### config.mk
export PLATFORM = sky130hd
export DESIGN_NAME = cam_init_seq
export DESIGN_NICKNAME = d
export VERILOG_FILES = /design/src/rtl/cam_init_seq.sv
export SDC_FILE = /design/constraint.sdc
export NUM_CORES = 1
export LEC_CHECK = 0
export ABC_AREA = 1
export CORE_MARGIN = 2
export CORE_UTILIZATION = 35
export DETAILED_ROUTE_END_ITERATION = 12
export GPL_TIMING_DRIVEN = 1
export PLACE_DENSITY_LB_ADDON = 0.15
export SLEW_MARGIN = 10
export SYNTH_ARGS = -nofsm -noshare
export SYNTH_HDL_FRONTEND = slang
export SYNTH_SLANG_ARGS = --single-unit
### constraint.sdc
create_clock -name clk -period 2.6 [get_ports clk]
set_input_delay 0.65 -clock clk [delete_from_list [all_inputs] [get_ports clk]]
set_output_delay 0.65 -clock clk [all_outputs]
set_load 0.005 [all_outputs]
### src/rtl/cam_init_seq.sv
// cam_init_seq: table-driven camera register initialiser.
// Walks a NUM_REGS-entry {sub_addr, data} ROM and issues one write per entry
// to the shared I2C/SCCB master over the ena/busy/ack_err handshake, with
// per-entry NACK retry, a programmable inter-write gap and sticky done/error.
// Optional feature: define CAM_INIT_VERIFY_EN to read back each acknowledged
// write and treat a NACK or data mismatch on the readback as a failed attempt.
module cam_init_seq #(
    parameter int          NUM_REGS   = 8,
    parameter int          IDX_W      = 8,
    parameter logic [7:0]  DEV_ADDR   = 8'hC0,
    parameter int          MAX_RETRY  = 3,
    parameter int          GAP_CYCLES = 16
) (
    input  logic             clk,
    input  logic             rst,
    input  logic             start,
    output logic [IDX_W-1:0] tbl_idx,
    input  logic [7:0]       tbl_sub_addr,
    input  logic [7:0]       tbl_data,
    output logic             ena,
    output logic [7:0]       addr,
    output logic [7:0]       sub_addr,
    output logic [7:0]       data_wr,
    output logic             rw,
    input  logic [7:0]       data_rd,
    input  logic             busy,
    input  logic             ack_err,
    output logic             seq_busy,
    output logic             done,
    output logic             error,
    output logic [IDX_W-1:0] err_idx
);

    localparam int RETRY_W = (MAX_RETRY > 0) ? $clog2(MAX_RETRY + 1) : 1;
    localparam int GAP_W   = (GAP_CYCLES > 1) ? $clog2(GAP_CYCLES) : 1;
    localparam logic [IDX_W-1:0]   LAST_IDX  = IDX_W'(NUM_REGS - 1);
    localparam logic [RETRY_W-1:0] RETRY_MAX = RETRY_W'(MAX_RETRY);
    localparam logic [GAP_W-1:0]   GAP_LAST  = GAP_W'(GAP_CYCLES - 1);

    typedef enum logic [3:0] {
        S_IDLE,
        S_LOAD,
        S_REQ,
        S_WAIT,
        S_CHECK,
        S_GAP,
        S_DONE,
`ifdef CAM_INIT_VERIFY_EN
        S_ERR,
        S_VREQ,
        S_VWAIT
`else
        S_ERR
`endif
    } state_t;

    // Where a retry or an index advance goes next: straight to LOAD when no gap.
    localparam state_t S_AFTER = (GAP_CYCLES == 0) ? S_LOAD : S_GAP;

    state_t             state;
    logic               start_q;
    logic               start_edge;
    logic [RETRY_W-1:0] retry_cnt;
    logic [GAP_W-1:0]   gap_cnt;
    logic               ack_q;
`ifdef CAM_INIT_VERIFY_EN
    logic               verify_ph;
`else
    logic               unused_data_rd;

    assign rw             = 1'b0;
    assign unused_data_rd = ^data_rd;
`endif

    assign start_edge = start & ~start_q;

    // Sequencer FSM; every output is registered here.
    always_ff @(posedge clk or posedge rst) begin
        if (rst) begin
            state     <= S_IDLE;
            start_q   <= 1'b0;
            retry_cnt <= '0;
            gap_cnt   <= '0;
            ack_q     <= 1'b0;
            tbl_idx   <= '0;
            ena       <= 1'b0;
            addr      <= '0;
            sub_addr  <= '0;
            data_wr   <= '0;
            seq_busy  <= 1'b0;
            done      <= 1'b0;
            error     <= 1'b0;
            err_idx   <= '0;
`ifdef CAM_INIT_VERIFY_EN
            rw        <= 1'b0;
            verify_ph <= 1'b0;
`endif
        end else begin
            start_q <= start;
            case (state)
                S_IDLE, S_DONE, S_ERR: begin
                    if (start_edge) begin
                        done      <= 1'b0;
                        error     <= 1'b0;
                        err_idx   <= '0;
                        tbl_idx   <= '0;
                        retry_cnt <= '0;
                        seq_busy  <= 1'b1;
                        state     <= S_LOAD;
                    end
                end

                S_LOAD: begin
                    addr     <= DEV_ADDR;
                    sub_addr <= tbl_sub_addr;
                    data_wr  <= tbl_data;
                    ena      <= 1'b1;
`ifdef CAM_INIT_VERIFY_EN
                    rw        <= 1'b0;
                    verify_ph <= 1'b0;
`endif
                    state    <= S_REQ;
                end

                S_REQ: begin
                    if (busy) begin
                        ena   <= 1'b0;
                        state <= S_WAIT;
                    end
                end

                S_WAIT: begin
                    if (!busy) begin
                        ack_q <= ack_err;
                        state <= S_CHECK;
                    end
                end

`ifdef CAM_INIT_VERIFY_EN
                S_VREQ: begin
                    if (busy) begin
                        ena   <= 1'b0;
                        state <= S_VWAIT;
                    end
                end

                // A readback mismatch is folded into the ack flag so CHECK
                // applies the same retry/ERR rules as a NACKed write.
                S_VWAIT: begin
                    if (!busy) begin
                        ack_q     <= ack_err | (data_rd != data_wr);
                        verify_ph <= 1'b1;
                        state     <= S_CHECK;
                    end
                end
`endif

                S_CHECK: begin
                    if (ack_q) begin
                        if (retry_cnt < RETRY_MAX) begin
                            retry_cnt <= retry_cnt + RETRY_W'(1);
                            gap_cnt   <= '0;
                            state     <= S_AFTER;
                        end else begin
                            err_idx  <= tbl_idx;
                            error    <= 1'b1;
                            seq_busy <= 1'b0;
                            state    <= S_ERR;
                        end
                    end
`ifdef CAM_INIT_VERIFY_EN
                    else if (!verify_ph) begin
                        rw    <= 1'b1;
                        ena   <= 1'b1;
                        state <= S_VREQ;
                    end
`endif
                    else if (tbl_idx == LAST_IDX) begin
                        done     <= 1'b1;
                        seq_busy <= 1'b0;
                        state    <= S_DONE;
                    end else begin
                        tbl_idx   <= tbl_idx + IDX_W'(1);
                        retry_cnt <= '0;
                        gap_cnt   <= '0;
                        state     <= S_AFTER;
                    end
                end

                S_GAP: begin
                    if (gap_cnt == GAP_LAST) begin
                        state <= S_LOAD;
                    end else begin
                        gap_cnt <= gap_cnt + GAP_W'(1);
                    end
                end

                default: state <= S_IDLE;
            endcase
        end
    end

endmodule
==> run summary <==
Clock transition at path regs -> 0.09 ns
setup repair after global routing missed its margin -> false
die width -> 89.5 µm
Die ar. -> 8010 µm²
switching portion of total power -> 34.2%
total net switching power -> 0.00102 W
share of the clock period used by the worst path after layout -> 80.0%
pwr dens -> 898 nW/µm²
proportion of synthesized chip area in sequential cells -> 46.9%
class of the most critical hold timing path -> reg -> reg
total CTS buffers -> 5
cell with the biggest individual delay on the critical path -> clkdlybuf4s50_1
Setup Skew -> 0.00352 ns
Total Routing Usage GR -> 14.3%
post-synth cell types -> 36
cells traversed along the worst timing path -> clkdlybuf4s50_1
data arrival time of the critical path -> 1.43 ns
vertical die dimension -> 89.5 µm
final hold viol count -> 0
number of buffer and inverter instances along the worst setup path -> 1
slowest stage delay, CP -> 0.59 ns
maximum frequency from static timing analysis -> 481 MHz
final-report setup violation count -> 0
CTS root buffer -> clkbuf_8
initial detailed-routing violation count -> 94
total number of placement rows -> 31
Leak -> 1.59 nW
area delta synth->final -> 29.7%
highest ir drop seen on vdd -> 0.443 mV
cell taking the most area after synthesis -> dfrtp_1
fraction of final layout cells sized beyond drive strength 1 -> 15.2%
Post CTS Setup Buffer Count -> 0
initial antenna violation count -> 0
Data required, critical path -> 1.95 ns
routed via count divided by cell count -> 4.58
path type of the worst setup path -> reg -> out
Antenna diodes -> 0
total grt overflow -> 0
layout net count -> 372
number of warnings reported in the yosys synthesis log -> 0
number of max-capacitance violations reported -> 0
CTS Hold Bufs -> 0
Critical Path End Type -> output port
starting density of the core -> 35.7%
routed length per instance -> 12.1 µm
family of cells with the greatest summed delay on the critical path -> buffers and inverters
1st-pass router iterations -> 4
Routed Antenna Nets -> 0
Max Buffers Root-to-Sink -> 2
number of port buffers -> 58
share of total power in sequential cells -> 37.1%
CTS tree -> yes
number of pins with negative max-slew slack in the final report -> 0
top cells by area, synth -> dfrtp_1, nand2_1, mux2_4
number of DRC violations after detailed routing -> 0
Post-Syn Instances -> 282
Final Routed Wirelength -> 5330 µm
vias in the first global route -> 1,874
Sink Count -> 48
largest fanout of any net on the critical path -> 9
routability-driven placement congestion ratio -> 0.859
Clock power frac -> 19.6%
first-pass GRT wire length -> 8880 µm
register bit total from synthesis -> 48
count of boundary I/O pins -> 74
Tot Pwr -> 0.00298 W
H-tree depth reported by CTS -> 2
TNS Setup -> 0 ns
post-cts gate resize count -> 0
share of Yosys cell area claimed by the top area cell type -> 46.9%
Min Clock Period, post-route -> 2.08 ns
Mapped Area -> 2560 µm²
maximum number of pins on one net before global-route repair -> 29
Core Area -> 7180 µm²
insertion delay to the later sink of the worst-skew pair -> 0.29 ns
internal power -> 0.00196 W
run status -> finished clean
startpoint type of the worst setup path -> register
per-instance average area after synthesis -> 9.08 µm²
detailed placer's ending HPWL -> 3950 µm
combinational share of power -> 43.3%
detailed-route via count -> 2,015
## placed cells by master (no fill, tap or decap), types with 2 or more instances in the layout
master,n
o21ai_0,6
nand2_1,85
nand3_1,18
inv_2,5
nor3b_1,2
nor2_1,17
clkdlybuf4s50_1,58
inv_1,22
mux2_4,8
nand4_1,6
o211ai_1,8
dfrtp_1,48
conb_1,7
nand3_2,3
mux2_2,8
nand2_2,3
o21ai_1,4
clkbuf_8,7
ha_1,3
a21oi_1,2
nand2_4,5
nand3_4,2
## through the flow
stage,hold slack [ns],std cells,utilization [%],cell area [µm²],worst slack [ns]
2_1_floorplan,0.446,288,-,2580,0.806
5_1_grt,0.510,440,46.3,3320,0.444
3_5_place_dp,0.469,432,44.5,3190,0.647
3_3_place_gp,0.459,432,44.5,3190,0.650
6_report,0.485,440,46.3,3320,0.520
4_1_cts,0.492,440,46.3,3320,0.498
## synth_stat cells
cell type,n
a21oi_1,2
a21oi_2,1
buf_2,1
buf_4,8
buf_6,4
clkbuf_1,1
conb_1,1
dfrtp_1,48
ha_1,3
inv_1,23
inv_2,4
inv_4,1
inv_6,1
mux2_2,8
mux2_4,8
nand2_1,85
nand2_2,3
nand2_4,5
nand3_1,18
nand3_2,3
nand3_4,2
nand3b_1,1
nand4_1,6
nand4_2,1
nor2_1,17
nor2_2,1
nor2_4,1
nor3_1,1
nor3b_1,2
o211ai_1,8
o21ai_0,6
o21ai_1,4
o21ai_2,1
o21ai_4,1
o2bb2ai_1,1
or2_2,1
## sequential cells by signal (all words and copies together), names as in the netlist, 2 cells and up
name       count
sub_addr       8
tbl_idx        8
data_wr        8
err_idx        8
state          3
gap_cnt        4
retry_cnt      2
## final timing paths
check	startpoint	to	slack (ns)	cells after the start
worst max-delay path	tbl_idx[2]	tbl_idx[2]	0.52	1
worst max register to register	tbl_idx[0]	gap_cnt[2]	0.90	7
worst min register to register	retry_cnt[1]	retry_cnt[1]	0.49	2
worst min-delay path	retry_cnt[1]	retry_cnt[1]	0.49	2
min in group asynchronous	rst	sub_addr[5]	0.68	2
max in group asynchronous	rst	tbl_idx[2]	1.41	3
## kinds of logic (layout without fill, tap and decap cells)
| kind of cell | count (synthesis) | after routing | share of synthesized area, % |
|---|---|---|---|
| AO/OA/AOI/OAI | 24 | 24 | 6.35 |
| adder cells (fa/ha/maj) | 3 | 3 | 1.47 |
| buffers and inverters | 43 | 96 | 8.99 |
| flip-flops | 48 | 48 | 46.9 |
| multiplexers | 16 | 16 | 8.21 |
| other | 1 | 7 | 0.146 |
| AND/OR/NAND/NOR | 147 | 147 | 27.9 |
## area by class of cell
type	instances	area, µm²
Fill cell	719	3860
Sequential cell	48	1200
Tap cell	99	124
Timing Repair Buffer	59	601
Inverter	29	116
Multi-Input combinational cell	197	1150
Clock buffer	7	96.3
Clock inverter	1	30.0
## power by group through the flow
| stage | Sequential [W] | Clock, W | Combinational [W] |
|---|---|---|---|
| after floorplan | 0.00111 | 0 | 0.000837 |
| after global placement | 0.00111 | 0 | 0.00130 |
| after detailed placement | 0.00112 | 0 | 0.00131 |
| after CTS | 0.00111 | 0.000608 | 0.00131 |
| after global routing | 0.00114 | 0.000643 | 0.00143 |
| final | 0.00110 | 0.000584 | 0.00129 |
## routing by layer
metal	track usage, %	vias up	share of wire, %
met1	20.8	937	49
met3	4.62	4	6.4
li1	-	1018	-
met4	3.93	0	0.81
met2	20.5	56	44
met5	0	-	0
(Power assumes the default switching activity.)
